File: config.mk
export PLATFORM = sky130hd
export DESIGN_NAME = uart_rx_word
export DESIGN_NICKNAME = d
export VERILOG_FILES = /design/src/rtl/uart_rx_word_pkg.sv /design/src/rtl/uart_rx_word_byte.sv /design/src/rtl/uart_rx_word.sv
export SDC_FILE = /design/constraint.sdc
export NUM_CORES = 1
export LEC_CHECK = 0
export BUFFER_PORTS_ARGS = -buffer_cell sky130_fd_sc_hd__clkbuf_2
export CAP_MARGIN = 0
export CORE_MARGIN = 2
export CORE_UTILIZATION = 45
export CTS_CLUSTER_DIAMETER = 30
export DETAILED_ROUTE_END_ITERATION = 10
export HOLD_SLACK_MARGIN = 0.03
export PLACE_DENSITY = 0.62
export SETUP_SLACK_MARGIN = 0.5
export SYNTH_ARGS = -nofsm -noshare
export SYNTH_HDL_FRONTEND = slang
export SYNTH_SLANG_ARGS = --single-unit
File: constraint.sdc
create_clock -name i_clk -period 2.4 [get_ports i_clk]
set_input_delay 0.48 -clock i_clk [delete_from_list [all_inputs] [get_ports i_clk]]
set_output_delay 0.48 -clock i_clk [all_outputs]
set_load 0.1 [all_outputs]
File: src/rtl/uart_rx_word_pkg.sv
// Shared definitions for the UART word receiver: byte FSM states, 8N1 frame levels
// and a helper that sizes counters from parameter values.
package uart_rx_word_pkg;

  typedef enum logic [1:0] {
    ST_IDLE,
    ST_START,
    ST_DATA,
    ST_STOP
  } rx_state_e;

  localparam int   DATA_BITS = 8;
  localparam logic LINE_IDLE = 1'b1;
  localparam logic START_LVL = 1'b0;
  localparam logic STOP_LVL  = 1'b1;

  // Bits needed to count 0..n-1, never less than one bit.
  function automatic int cnt_width(input int n);
    return (n < 2) ? 1 : $clog2(n);
  endfunction

endpackage

File: src/rtl/uart_rx_word_byte.sv
// 8N1 byte receiver: input synchroniser, mid-bit sampling FSM, false-start rejection
// and stop-bit framing check. o_idle drops in the cycle a start edge is seen.
module uart_rx_word_byte
  import uart_rx_word_pkg::*;
#(
  parameter int CLKS_PER_BIT = 625
) (
  input  logic       i_clk,
  input  logic       i_rst,
  input  logic       i_uart_rx,
  output logic [7:0] o_byte,
  output logic       o_byte_val,
  output logic       o_frame_err,
  output logic       o_idle
);

  localparam int             CW      = cnt_width(CLKS_PER_BIT);
  localparam logic [CW-1:0]  HALF_M1 = CW'(CLKS_PER_BIT / 2 - 1);
  localparam logic [CW-1:0]  FULL_M1 = CW'(CLKS_PER_BIT - 1);

  logic          rx_meta;
  logic          rx_sync;
  rx_state_e     state;
  logic [CW-1:0] clk_cnt;
  logic [2:0]    bit_idx;
  logic [7:0]    shreg;
  logic          wait_high;
  logic          start_seen;

  always_ff @(posedge i_clk) begin
    if (i_rst) begin
      rx_meta <= 1'b1;
      rx_sync <= 1'b1;
    end else begin
      rx_meta <= i_uart_rx;
      rx_sync <= rx_meta;
    end
  end

  // After a framing error the line may still be low; no new start until it returns high.
  assign start_seen = !wait_high && (rx_sync == START_LVL);
  assign o_idle     = (state == ST_IDLE) && !start_seen;

  always_ff @(posedge i_clk) begin
    if (i_rst) begin
      state       <= ST_IDLE;
      clk_cnt     <= '0;
      bit_idx     <= '0;
      shreg       <= '0;
      wait_high   <= 1'b0;
      o_byte      <= '0;
      o_byte_val  <= 1'b0;
      o_frame_err <= 1'b0;
    end else begin
      o_byte_val  <= 1'b0;
      o_frame_err <= 1'b0;
      case (state)
        ST_IDLE: begin
          clk_cnt <= '0;
          bit_idx <= '0;
          if (rx_sync == LINE_IDLE) wait_high <= 1'b0;
          if (start_seen) state <= ST_START;
        end
        ST_START: begin
          if (clk_cnt == HALF_M1) begin
            clk_cnt <= '0;
            state   <= (rx_sync == START_LVL) ? ST_DATA : ST_IDLE;
          end else begin
            clk_cnt <= clk_cnt + CW'(1);
          end
        end
        ST_DATA: begin
          if (clk_cnt == FULL_M1) begin
            clk_cnt <= '0;
            shreg   <= {rx_sync, shreg[7:1]};
            bit_idx <= bit_idx + 3'd1;
            if (bit_idx == 3'(DATA_BITS - 1)) state <= ST_STOP;
          end else begin
            clk_cnt <= clk_cnt + CW'(1);
          end
        end
        ST_STOP: begin
          if (clk_cnt == FULL_M1) begin
            clk_cnt <= '0;
            state   <= ST_IDLE;
            if (rx_sync == STOP_LVL) begin
              o_byte     <= shreg;
              o_byte_val <= 1'b1;
            end else begin
              o_frame_err <= 1'b1;
              wait_high   <= 1'b1;
            end
          end else begin
            clk_cnt <= clk_cnt + CW'(1);
          end
        end
        default: state <= ST_IDLE;
      endcase
    end
  end

endmodule

File: src/rtl/uart_rx_word.sv
// UART receiver that packs BYTES_PER_WORD consecutive bytes into one word, dropping
// a partial word on framing error or when the line idles too long mid-word.
module uart_rx_word
  import uart_rx_word_pkg::*;
#(
  parameter int CLKS_PER_BIT   = 625,
  parameter int BYTES_PER_WORD = 2,
  parameter bit MSB_FIRST      = 1'b1,
  parameter int TIMEOUT_BITS   = 20
) (
  input  logic                        i_clk,
  input  logic                        i_rst,
  input  logic                        i_uart_rx,
  output logic [7:0]                  o_rxbyte,
  output logic                        o_rxbyteval,
  output logic [8*BYTES_PER_WORD-1:0] o_word,
  output logic                        o_wordval,
  output logic                        o_frame_err,
  output logic                        o_timeout_err
);

  localparam int              WW       = 8 * BYTES_PER_WORD;
  localparam int              BCW      = cnt_width(BYTES_PER_WORD);
  localparam logic [BCW-1:0]  BYTE_LST = BCW'(BYTES_PER_WORD - 1);
  localparam int              TMO_CYC  = TIMEOUT_BITS * CLKS_PER_BIT;
  localparam int              TCW      = cnt_width(TMO_CYC);
  localparam logic [TCW-1:0]  TMO_LST  = TCW'(TMO_CYC - 1);

  logic           rx_idle;
  logic [WW-1:0]  word_next;
  logic [BCW-1:0] byte_cnt;
  logic [TCW-1:0] idle_cnt;
  logic           idle_run;

  uart_rx_word_byte #(
    .CLKS_PER_BIT(CLKS_PER_BIT)
  ) u_byte (
    .i_clk      (i_clk),
    .i_rst      (i_rst),
    .i_uart_rx  (i_uart_rx),
    .o_byte     (o_rxbyte),
    .o_byte_val (o_rxbyteval),
    .o_frame_err(o_frame_err),
    .o_idle     (rx_idle)
  );

  // Only the bytes that survive the next shift are stored; the oldest falls off the end.
  if (BYTES_PER_WORD == 1) begin : g_single
    assign word_next = o_rxbyte;
  end else begin : g_multi
    logic [WW-9:0] keep_sr;
    if (MSB_FIRST) begin : g_msb
      assign word_next = {keep_sr, o_rxbyte};
    end else begin : g_lsb
      assign word_next = {o_rxbyte, keep_sr};
    end

    always_ff @(posedge i_clk) begin
      if (i_rst) begin
        keep_sr <= '0;
      end else if (o_rxbyteval) begin
        keep_sr <= MSB_FIRST ? word_next[WW-9:0] : word_next[WW-1:8];
      end
    end
  end

  assign idle_run = rx_idle && (byte_cnt != '0) && !o_rxbyteval;

  always_ff @(posedge i_clk) begin
    if (i_rst) begin
      byte_cnt      <= '0;
      idle_cnt      <= '0;
      o_word        <= '0;
      o_wordval     <= 1'b0;
      o_timeout_err <= 1'b0;
    end else begin
      o_wordval     <= 1'b0;
      o_timeout_err <= 1'b0;
      if (o_frame_err) begin
        byte_cnt <= '0;
      end else if (o_rxbyteval) begin
        if (byte_cnt == BYTE_LST) begin
          byte_cnt  <= '0;
          o_word    <= word_next;
          o_wordval <= 1'b1;
        end else begin
          byte_cnt <= byte_cnt + BCW'(1);
        end
      end else if (idle_run && idle_cnt == TMO_LST) begin
        byte_cnt      <= '0;
        o_timeout_err <= 1'b1;
      end

      // A start edge clears rx_idle in the same cycle, so it always beats the timeout.
      if (idle_run) begin
        idle_cnt <= (idle_cnt == TMO_LST) ? '0 : idle_cnt + TCW'(1);
      end else begin
        idle_cnt <= '0;
      end
    end
  end

endmodule

==> metrics.md, run 1 <==
| Metric | Value |
|---|---|
| Run status | `complete, no violations` |
| Fraction of power spent switching nets | `22.3%` |
| Post-route clock skew | `0.00880 ns` |
| Proportion of layout cells with a drive suffix above 1 | `18.6%` |
| Final cycle utilization of the critical path | `75.9%` |
| Final Net Count | `364` |
| Critical path class | `register to output pin` |
| Biggest cell delay along the critical path | `0.50 ns` |
| Total routing resource utilization after global routing | `17.0%` |
| Buffers & Inverters on Critical Path | `1` |
| Critical path's top delay family | `buffers and inverters` |
| Power Density | `663 nW/µm²` |
| Longest Clk Path Bufs | `2` |
| Syn_nets | `335` |
| Total negative slack for setup checks | `0 ns` |
| DRC viols | `0` |
| Least-Margin Pin Slew | `0.557 ns` |
| Warning count from the yosys run | `0` |
| Antenna violations before repair | `0` |
| Register bit total from synthesis | `77` |
| Effective utilization at floorplan | `47.2%` |
| DRT Wirelength | `5760 µm` |
| Cells traversed along the worst timing path | `clkbuf_2` |
| Average instance area after synthesis | `9.27 µm²` |
| Die height | `86.1 µm` |
| Number of global-route vias before repair | `2120` |
| Clock tree from TritonCTS | `done` |
| HPWL Detailed | `3770 µm` |
| Clock latency of the later-clocked register in the worst-skew pair | `0.35 ns` |
| Global placement routability congestion | `0.767` |
| Maximum number of pins on one net before global-route repair | `36` |
| Count of buffers from port buffering | `30` |
| Core Area | `6420 µm²` |
| Number of hold-repair buffers added at the cts stage | `0` |
| Final Setup Violations | `0` |
| Wire length of the first global-routing pass | `9910 µm` |
| Power Internal | `0.00180 W` |
| Total number of H-tree levels | `3` |
| Highest Clock Rate | `0.549 GHz` |
| Comb power frac | `1.4%` |
| Count of max-cap constraint violations | `0` |
| Number of slew-limit violations in the final report | `0` |
| Fraction of the yosys area taken by sequential cells | `50.9%` |
| Leftover overflow at the end of global routing | `0` |
| Average via count per standard cell | `5.16` |
| Cell at the root of the clock tree | `clkbuf_8` |
| Critical path arrival | `1.34 ns` |
| Worst min-delay path category | `primary input to register` |
| Crit-path slowest cell | `clkbuf_2` |
| Required time of the critical path | `1.92 ns` |
| Maximum resistive drop on vdd | `0.369 mV` |
| Routed WL per cell | `13.1 µm` |
| Clock period minus worst slack | `1.82 ns` |
| Antenna Cells | `0` |
| Final Hold Fails | `0` |
| Horizontal extent of the die | `86.1 µm` |
| Number of clock sinks seen by CTS | `77` |
| Overall Power | `0.00231 W` |
| Antenna Violating Nets Remaining | `0` |
| Total cell area at the placement stage | `3240 µm²` |
| Category of the worst setup path launch point | `register` |
| Slew HR | `63.0%` |
| NetSw | `0.000516 W` |
| Std cell rows | `29` |
| Share of power burned in registers | `55.5%` |
| Clock buffer count from CTS | `9` |
| Number of different library cells in the post-synthesis netlist | `41` |
| Clk pwr share | `43.2%` |
| Vias | `2260` |
| Worst-path clk slew | `0.08 ns` |
| Die footprint | `7410 µm²` |
| Lkg Pwr | `1.19 nW` |
| Total standard cell area after synthesis | `3030 µm²` |
| Post-route standard cell area excluding fillers | `3490 µm²` |
| Violation count after the first detailed-routing iteration | `77` |
| Area growth from synthesis to final layout | `15.1%` |
| RSZ-0062 raised after global routing | `no` |
| I/O pin cnt | `31` |
| Worst-path fanout max | `12` |
| CP endpoint kind | `output pin` |
| Detailed-router iteration count before antenna repair | `4` |
| Number of standard cells after synthesis | `327` |
## per-layer routing
metal / routed length, µm / vias to the layer above / GRT usage (%) / part of all wire, %
li1: - / 1158 / - / -
met1: 2780 / 1058 / 21.7 / 48
met2: 2650 / 42 / 26.6 / 46
met3: 297 / 2 / 6.74 / 5.2
met4: 29 / 0 / 4.91 / 0.50
met5: 0 / - / 0 / 0
## per-stage QoR
stage,hold WS (ns),util [%],instances,setup WS [ns]
2_1_floorplan,0.389,-,327,0.526
3_3_place_gp,0.406,50.5,421,0.343
3_5_place_dp,0.412,50.5,421,0.286
4_1_cts,0.291,54.1,438,0.548
5_1_grt,0.289,54.3,438,0.508
6_report,0.308,54.3,438,0.579
## cell usage in the layout (no fill, tap or decap), types with 2 or more instances in the layout
cell and n:
a22oi_1 2, clkbuf_8 11, mux2i_1 24, o31ai_1 3
a21oi_1 16, nor2_1 58, buf_4 5, xnor2_1 15
or3b_4 2, nor4_2 2, ha_1 4, inv_1 9
nand2_1 39, xor2_1 6, nand4_1 7, nor3_1 9
nand4b_1 2, dfxtp_1 75, nand3_1 8, nor2b_1 2
clkbuf_2 30, or2_2 3
## cells in the mapped netlist, drive strengths merged
cell | n | share of area [%]
nand3 | 8 | 1.3
or3b | 1 | 0.29
or2 | 4 | 0.91
ha | 5 | 2.1
or4b | 1 | 0.33
nand2 | 39 | 4.8
clkbuf | 10 | 1.2
a31oi | 1 | 0.21
a22oi | 2 | 0.50
nand2b | 1 | 0.21
nand3b | 1 | 0.25
nand4 | 7 | 1.4
nor3 | 9 | 1.5
xnor2 | 15 | 4.3
and4 | 1 | 0.29
a2111oi | 1 | 0.29
o21a | 1 | 0.25
nor4 | 4 | 1.0
nand4b | 3 | 1.1
nand4bb | 1 | 0.37
a211o | 1 | 0.29
dfxtp | 77 | 51
a21oi | 16 | 2.6
a32oi | 1 | 0.29
buf | 8 | 1.7
nor4b | 2 | 1.1
or4 | 2 | 0.50
xor2 | 6 | 1.7
o31ai | 3 | 0.74
o41a | 1 | 0.37
nor2b | 2 | 0.41
mux2i | 24 | 7.9
and2 | 1 | 0.21
and3 | 1 | 0.21
inv | 9 | 1.1
nor2 | 58 | 7.2
## flip-flops by register name (all words and copies together), names as in the netlist, 3 cells and up, named ones only
signal           count
o_word              16
u_byte.clk_cnt      10
u_byte.shreg         8
idle_cnt            14
g_multi.keep_sr      8
u_byte.bit_idx       3
u_byte.o_byte        8
## cells by family (layout without fill, tap and decap cells)
| logic type | after synthesis | after routing | synth area share, % |
|---|---|---|---|
| fa+ha+maj | 5 | 5 | 2.06 |
| flops | 77 | 77 | 50.9 |
| xor+xnor | 21 | 21 | 6.07 |
| buf+inv | 27 | 60 | 4.09 |
| mux | 24 | 24 | 7.93 |
| compound gates | 27 | 27 | 5.57 |
| simple gates | 146 | 147 | 23.4 |
## area by class of cell
type,count,area (µm²)
repair buffers,35,188
flip-flops and latches,77,1550
clock buffers,12,176
inverters,9,33.8
well taps,77,96.3
fillers,603,2930
multi-input cells,224,1410
clock inverters,4,36.3
## timing repair
action                                  CTS  global route
cloned                                    1             0
buffers inserted                          0             0
resized for setup                         3             3
endpoints found under the setup margin   14            12
pin swaps                                 2             0
## power by group through the flow
stage,Clock (W),Combinational [W],Sequential (W)
final,0.000999,0.0000316,0.00128
after global routing,0.00110,0.0000356,0.00128
after CTS,0.00103,0.0000324,0.00128
after detailed placement,0,0.0000318,0.00131
after global placement,0,0.0000318,0.00131
after floorplan,0,0.0000269,0.00131
## final timing paths
path,start,end,slack [ns],cells past startpoint
setup / recovery,u_byte.o_byte_val$_SDFF_PP0_,o_rxbyteval,0.58,1
setup reg to reg,idle_cnt[0]$_SDFF_PP0_,idle_cnt[10]$_SDFF_PP0_,0.63,5
hold / removal,i_uart_rx,u_byte.rx_meta$_SDFF_PP1_,0.31,2
hold reg to reg,u_byte.rx_meta$_SDFF_PP1_,u_byte.rx_sync$_SDFF_PP1_,0.43,1
No activity file was read; power rests on OpenSTA's default activity.
==> run 2: changes to the inputs <==
==> constraint.sdc (replaced) <==
create_clock -name i_clk -period 1.7 [get_ports i_clk]
set_input_delay 0.34 -clock i_clk [delete_from_list [all_inputs] [get_ports i_clk]]
set_output_delay 0.34 -clock i_clk [all_outputs]
set_load 0.1 [all_outputs]
==> metrics.md, run 2 (synthesized netlist as in run 1, its figures left out) <==
| Metric | Value |
|---|---|
| Effective utilization at floorplan | `47.2% (unchanged)` |
| Worst reg2reg endpoint | `u_byte.wait_high$_SDFFE_PP0P_` |
| Most frequent cells in the layout | `buf_4 (47), nor2_1 (45), dfxtp_1 (39), clkbuf_16 (28), dfxtp_2 (25)` |
| Least-Margin Pin Slew | `0.348 ns (-0.209 ns)` |
| Vias | `2777 (+23%)` |
| Critical path arrival | `2.00 ns (+0.66 ns)` |
| Biggest cell delay along the critical path | `0.49 ns (about the same)` |
| Most common library cell in the layout ignoring fill and taps | `buf_4` |
| Utilization after layout | `77.9% (+24 points)` |
| Category of the worst setup path launch point | `register` |
| Total number of H-tree levels | `3 (unchanged)` |
| Clock latency of the later-clocked register in the worst-skew pair | `0.37 ns (+0.02 ns)` |
| Buffers & Inverters on Critical Path | `2 (+1)` |
| Proportion of layout cells with a drive suffix above 1 | `54.6% (+36 points)` |
| Worst Setup Slack post-DPL | `0.0867 ns (-0.199 ns)` |
| Number of flip-flops in the largest register | `16 (unchanged)` |
| RSZ-0062 raised after global routing | `yes` |
| Number of hold-repair buffers added at the cts stage | `0 (unchanged)` |
| HPWL Detailed | `3980 µm (+5.8%)` |
| Std cell rows | `29 (unchanged)` |
| Violation count after the first detailed-routing iteration | `117 (+52%)` |
| Post-route standard cell area excluding fillers | `5000 µm² (+43%)` |
| Clock buffer count from CTS | `9 (unchanged)` |
| Number of slew-limit violations in the final report | `0 (unchanged)` |
| Number of global-route vias before repair | `2441 (+15%)` |
| Antenna violations before repair | `0 (unchanged)` |
| Worst min-delay path category | `primary input to register` |
| Power Density | `655 nW/µm² (-1.2%)` |
| Horizontal extent of the die | `86.1 µm (unchanged)` |
| Final Net Count | `419 (+15%)` |
| DRC viols | `0 (unchanged)` |
| CP endpoint kind | `register` |
| Overall Power | `0.00328 W (+42%)` |
| Biggest registers after layout | `o_word: 16 flops, idle_cnt: 14 flops, u_byte.clk_cnt: 10 flops` |
| Slew HR | `76.6% (+14 points)` |
| FILL cells | `377 (-37%)` |
| Critical R2R Launch | `u_byte.clk_cnt[0]$_SDFF_PP0_` |
| Seq. cell area | `1620 µm² (+4.9%)` |
| Global placement routability congestion | `0.792 (+3.3%)` |
| Most flops, register | `o_word` |
| Routed WL per cell | `20.5 µm (+56%)` |
| Worst-path clk slew | `0.10 ns (+0.02 ns)` |
| Maximum resistive drop on vdd | `0.493 mV (+34%)` |
| Worst Setup Slack, final | `0.0170 ns (-0.562 ns)` |
| Clock tree from TritonCTS | `done` |
| Detailed-router iteration count before antenna repair | `4 (unchanged)` |
| Leftover overflow at the end of global routing | `0 (unchanged)` |
| Area growth from synthesis to final layout | `65.1%` |
| Flop-to-flop setup slack | `0.02 ns (-0.61 ns)` |
| Core Area | `6420 µm² (unchanged)` |
| Wire length of the first global-routing pass | `12000 µm (+21%)` |
| Die footprint | `7410 µm² (unchanged)` |
| Antenna Violating Nets Remaining | `0 (unchanged)` |
| Lkg Pwr | `1.90 nW (+59%)` |
| Cells traversed along the worst timing path | `inv_2, ha_4, nand4b_1, buf_4, or4_4, o21a_1, nor2_1` |
| Destination of the worst hold path | `u_byte.rx_meta$_SDFF_PP1_` |
| Cell at the root of the clock tree | `clkbuf_8` |
| Total negative slack for setup checks | `0 ns (unchanged)` |
| Total routing resource utilization after global routing | `21.4% (+4.3 points)` |
| Run status | `complete, no violations` |
| Average via count per standard cell | `5.63 (+9.2%)` |
| Highest Clock Rate | `0.594 GHz` |
| Critical path's top delay family | `simple AND/OR/NAND/NOR gates` |
| Final Hold Fails | `0 (unchanged)` |
| HP Start | `i_uart_rx` |
| Worst Reg2Reg Path Length in Cells | `7 (+2)` |
| Antenna Cells | `0 (unchanged)` |
| Longest Clk Path Bufs | `2 (unchanged)` |
| Critical path class | `register to register` |
| Crit-path slowest cell | `or4_4` |
| Maximum number of pins on one net before global-route repair | `57 (+58%)` |
| I/O pin cnt | `31 (unchanged)` |
| Hold-critical path depth | `2 (unchanged)` |
| DRT Wirelength | `10100 µm (+75%)` |
| Required time of the critical path | `2.01 ns (+0.09 ns)` |
| Total cell area at the placement stage | `3500 µm² (+8.0%)` |
| Count of max-cap constraint violations | `0 (unchanged)` |
| Multi-input combinational cell area | `1810 µm² (+28%)` |
| Worst-path fanout max | `5 (-7)` |
| Number of clock sinks seen by CTS | `77 (unchanged)` |
| Die height | `86.1 µm (unchanged)` |
| Clock period minus worst slack | `1.68 ns` |
| Final Setup Violations | `0 (unchanged)` |
| Final cycle utilization of the critical path | `99.0%` |
| Count of buffers from port buffering | `30 (unchanged)` |
| Post-route clock skew | `0.0234 ns (+0.0146 ns)` |
run 2: where the power goes:
group | internal (W) | leakage [nW] | switching (W)
registers | 0.00179 | 0.644 | 0.00000340
logic | 0.0000227 | 1.16 | 0.0000451
clock network | 0.000686 | 0.0939 | 0.000736
total | 0.00249 | 1.90 | 0.000784
run 2: worst max-delay path by stage:
stage	startpoint	to	depth (start not counted)
after floorplan	idle_cnt[5]$_SDFF_PP0_	idle_cnt[0]$_SDFF_PP0_	6
after global placement	idle_cnt[5]$_SDFF_PP0_	idle_cnt[5]$_SDFF_PP0_	5
after detailed placement	idle_cnt[5]$_SDFF_PP0_	idle_cnt[5]$_SDFF_PP0_	5
after CTS	idle_cnt[5]$_SDFF_PP0_	idle_cnt[5]$_SDFF_PP0_	5
after global routing	u_byte.clk_cnt[0]$_SDFF_PP0_	u_byte.wait_high$_SDFFE_PP0P_	7
final	u_byte.clk_cnt[0]$_SDFF_PP0_	u_byte.wait_high$_SDFFE_PP0P_	7
run 2: cell type report:
| type | count | area share, % |
|---|---|---|
| multi-input cells | 225 | 36.1 |
| flip-flops and latches | 77 | 32.4 |
| repair buffers | 89 | 25.1 |
| clock buffers | 11 | 2.63 |
| well taps | 77 | 1.93 |
| clock inverters | 5 | 1.20 |
| inverters | 9 | 0.675 |
run 2: stage by stage:
stage	hold slack, ns	instances
after floorplan	0.389	327
after global placement	0.392	437
after detailed placement	0.397	437
after CTS	0.156	471
after global routing	0.161	493
final	0.162	493
run 2: layer usage:
metal,global-route usage (%),routed length [µm]
met3,3.66,468
met5,0,0
met1,27.4,3930
met4,12.1,504
met2,33.9,5190
run 2: what timing repair did:
action,CTS,global route
cloned,2,4
resized for setup,118,94
buffers inserted,16,18
endpoints found under the setup margin,94,94
hold endpoints to repair,0,0
pin swaps,3,47
==> run 3: changes to the inputs <==
--- a/config.mk
+++ b/config.mk
@@ -12,7 +12,7 @@
 export CTS_CLUSTER_DIAMETER = 30
 export DETAILED_ROUTE_END_ITERATION = 10
 export HOLD_SLACK_MARGIN = 0.03
-export PLACE_DENSITY = 0.62
+export PLACE_DENSITY_LB_ADDON = 0.08
 export SETUP_SLACK_MARGIN = 0.5
 export SYNTH_ARGS = -nofsm -noshare
 export SYNTH_HDL_FRONTEND = slang
==> metrics.md, run 3 (synthesized netlist as in run 1, its figures left out) <==
| Metric | Value |
|---|---|
| RSZ-0062 raised after global routing | `yes` |
| Highest Clock Rate | `0.612 GHz (+3.1%)` |
| Total routing resource utilization after global routing | `21.5% (+0.13 points)` |
| FILL cells | `404 (+7.2%)` |
| Core Area | `6420 µm² (unchanged)` |
| Flop-to-flop setup slack | `0.07 ns (+0.05 ns)` |
| DRC viols | `0 (unchanged)` |
| Most common library cell in the layout ignoring fill and taps | `nor2_1` |
| Average via count per standard cell | `5.26 (-6.6%)` |
| Cell at the root of the clock tree | `clkbuf_8` |
| Post-route clock skew | `0.0110 ns (-0.0124 ns)` |
| CP endpoint kind | `register` |
| Power Density | `644 nW/µm² (-1.7%)` |
| Worst-path clk slew | `0.08 ns (-0.02 ns)` |
| Number of global-route vias before repair | `2510 (+2.8%)` |
| Std cell rows | `29 (unchanged)` |
| Vias | `2562 (-7.7%)` |
| Total cell area at the placement stage | `3500 µm² (about the same)` |
| Global placement routability congestion | `0.764 (-3.6%)` |
| Final cycle utilization of the critical path | `96.1% (-2.9 points)` |
| Multi-input combinational cell area | `1670 µm² (-7.8%)` |
| Count of max-cap constraint violations | `0 (unchanged)` |
| Clock period minus worst slack | `1.63 ns (-0.0500 ns)` |
| Biggest cell delay along the critical path | `0.54 ns (+0.05 ns)` |
| Violation count after the first detailed-routing iteration | `94 (-20%)` |
| Number of flip-flops in the largest register | `16 (unchanged)` |
| Final Setup Violations | `0 (unchanged)` |
| Worst min-delay path category | `primary input to register` |
| I/O pin cnt | `31 (unchanged)` |
| HPWL Detailed | `4000 µm (+0.37%)` |
| Number of clock sinks seen by CTS | `77 (unchanged)` |
| Maximum number of pins on one net before global-route repair | `58 (+1.8%)` |
| Clock buffer count from CTS | `9 (unchanged)` |
| Die footprint | `7410 µm² (unchanged)` |
| Routed WL per cell | `16.3 µm (-21%)` |
| Most frequent cells in the layout | `nor2_1 (48), dfxtp_1 (40), buf_4 (38), clkbuf_16 (27), nand2_1 (24)` |
| Worst slack on hold paths | `0.185 ns (+0.0227 ns)` |
| Post-route standard cell area excluding fillers | `4800 µm² (-4.1%)` |
| Total number of H-tree levels | `3 (unchanged)` |
| Crit-path slowest cell | `or4_4` |
| Category of the worst setup path launch point | `register` |
| Longest Clk Path Bufs | `2 (unchanged)` |
| Critical path class | `register to register` |
| Critical path arrival | `1.87 ns (-0.13 ns)` |
| Antenna Cells | `0 (unchanged)` |
| Slew HR | `77.2% (+0.62 points)` |
| Wire length of the first global-routing pass | `12200 µm (+1.5%)` |
| Lkg Pwr | `1.70 nW (-10%)` |
| Leftover overflow at the end of global routing | `0 (unchanged)` |
| Effective utilization at floorplan | `47.2% (unchanged)` |
| Number of hold-repair buffers added at the cts stage | `0 (unchanged)` |
| Seq. cell area | `1620 µm² (about the same)` |
| Die height | `86.1 µm (unchanged)` |
| Clock latency of the later-clocked register in the worst-skew pair | `0.35 ns (-0.02 ns)` |
| Biggest registers after layout | `o_word: 16 flops, idle_cnt: 14 flops, u_byte.clk_cnt: 10 flops` |
| Utilization after layout | `74.7% (-3.2 points)` |
| DRT Wirelength | `7920 µm (-22%)` |
| Number of slew-limit violations in the final report | `0 (unchanged)` |
| Cells traversed along the worst timing path | `or4_4, nor4_4, or3b_4, buf_6, nor2_1` |
| Final Hold Fails | `0 (unchanged)` |
| Proportion of layout cells with a drive suffix above 1 | `47.8% (-6.8 points)` |
| Detailed-router iteration count before antenna repair | `4 (unchanged)` |
| Required time of the critical path | `1.93 ns (-0.08 ns)` |
| Least-Margin Pin Slew | `0.341 ns (-0.00670 ns)` |
| Maximum resistive drop on vdd | `0.561 mV (+14%)` |
| Count of buffers from port buffering | `30 (unchanged)` |
| Final Net Count | `413 (-1.4%)` |
| Total negative slack for setup checks | `0 ns (unchanged)` |
| Most flops, register | `o_word` |
| Area growth from synthesis to final layout | `58.4%` |
| Run status | `complete, no violations` |
| Horizontal extent of the die | `86.1 µm (unchanged)` |
| Antenna violations before repair | `0 (unchanged)` |
| Antenna Violating Nets Remaining | `0 (unchanged)` |
| Clock tree from TritonCTS | `done` |
| Worst-path fanout max | `8 (+3)` |
-- run 3: where the power goes --
part	switching, W	internal [W]
clock network	0.000672	0.000565
logic	0.0000437	0.0000250
registers	0.00000209	0.00178
-- run 3: path summary, 6_finish.rpt --
check                                               start                        end  cells past startpoint
worst max-delay path               idle_cnt[5]$_SDFF_PP0_    idle_cnt[11]$_SDFF_PP0_                      5
worst min-delay path                            i_uart_rx  u_byte.rx_meta$_SDFF_PP1_                      2
worst min register to register  u_byte.rx_meta$_SDFF_PP1_  u_byte.rx_sync$_SDFF_PP1_                      1
worst max register to register     idle_cnt[5]$_SDFF_PP0_    idle_cnt[11]$_SDFF_PP0_                      5
-- run 3: critical path: cells and delay by family, from the launching register on --
kind | cells | cell delay, ns
AND/OR/NAND/NOR | 4 | 1.07
flip-flops | 1 | 0.32
buffers and inverters | 1 | 0.13
-- run 3: final cells by class --
cell class,instances,area share (%)
clock inverter,6,0.782
timing repair buffer,83,25.1
sequential,77,33.8
multi-input combinational,225,34.7
tap,77,2.01
clock buffer,10,2.87
inverter,9,0.704
-- run 3: stage by stage --
stage	total power [W]	instances	setup slack (ns)
after CTS	0.00311	480	0.101
after detailed placement	0.00191	439	0.0762
after global placement	0.00190	439	0.112
final	0.00309	487	0.0670
after global routing	0.00323	487	0.00914
after floorplan	0.00189	327	0.0280
-- run 3: timing repair --
action	4_1_cts	5_1_grt
endpoints found under the setup margin	94	101
endpoints found under the hold margin	0	0
pin swaps	24	24
buffers inserted	21	7
resized for setup	131	43
cloned	4	0
-- run 3: per-layer routing --
metal | up-vias | routed length (µm) | track usage [%]
li1 | 1261 | - | -
met1 | 1210 | 3580 | 26.1
met2 | 67 | 3820 | 35.1
met3 | 24 | 326 | 6.93
met4 | 0 | 190 | 8.95
met5 | - | 0 | 0
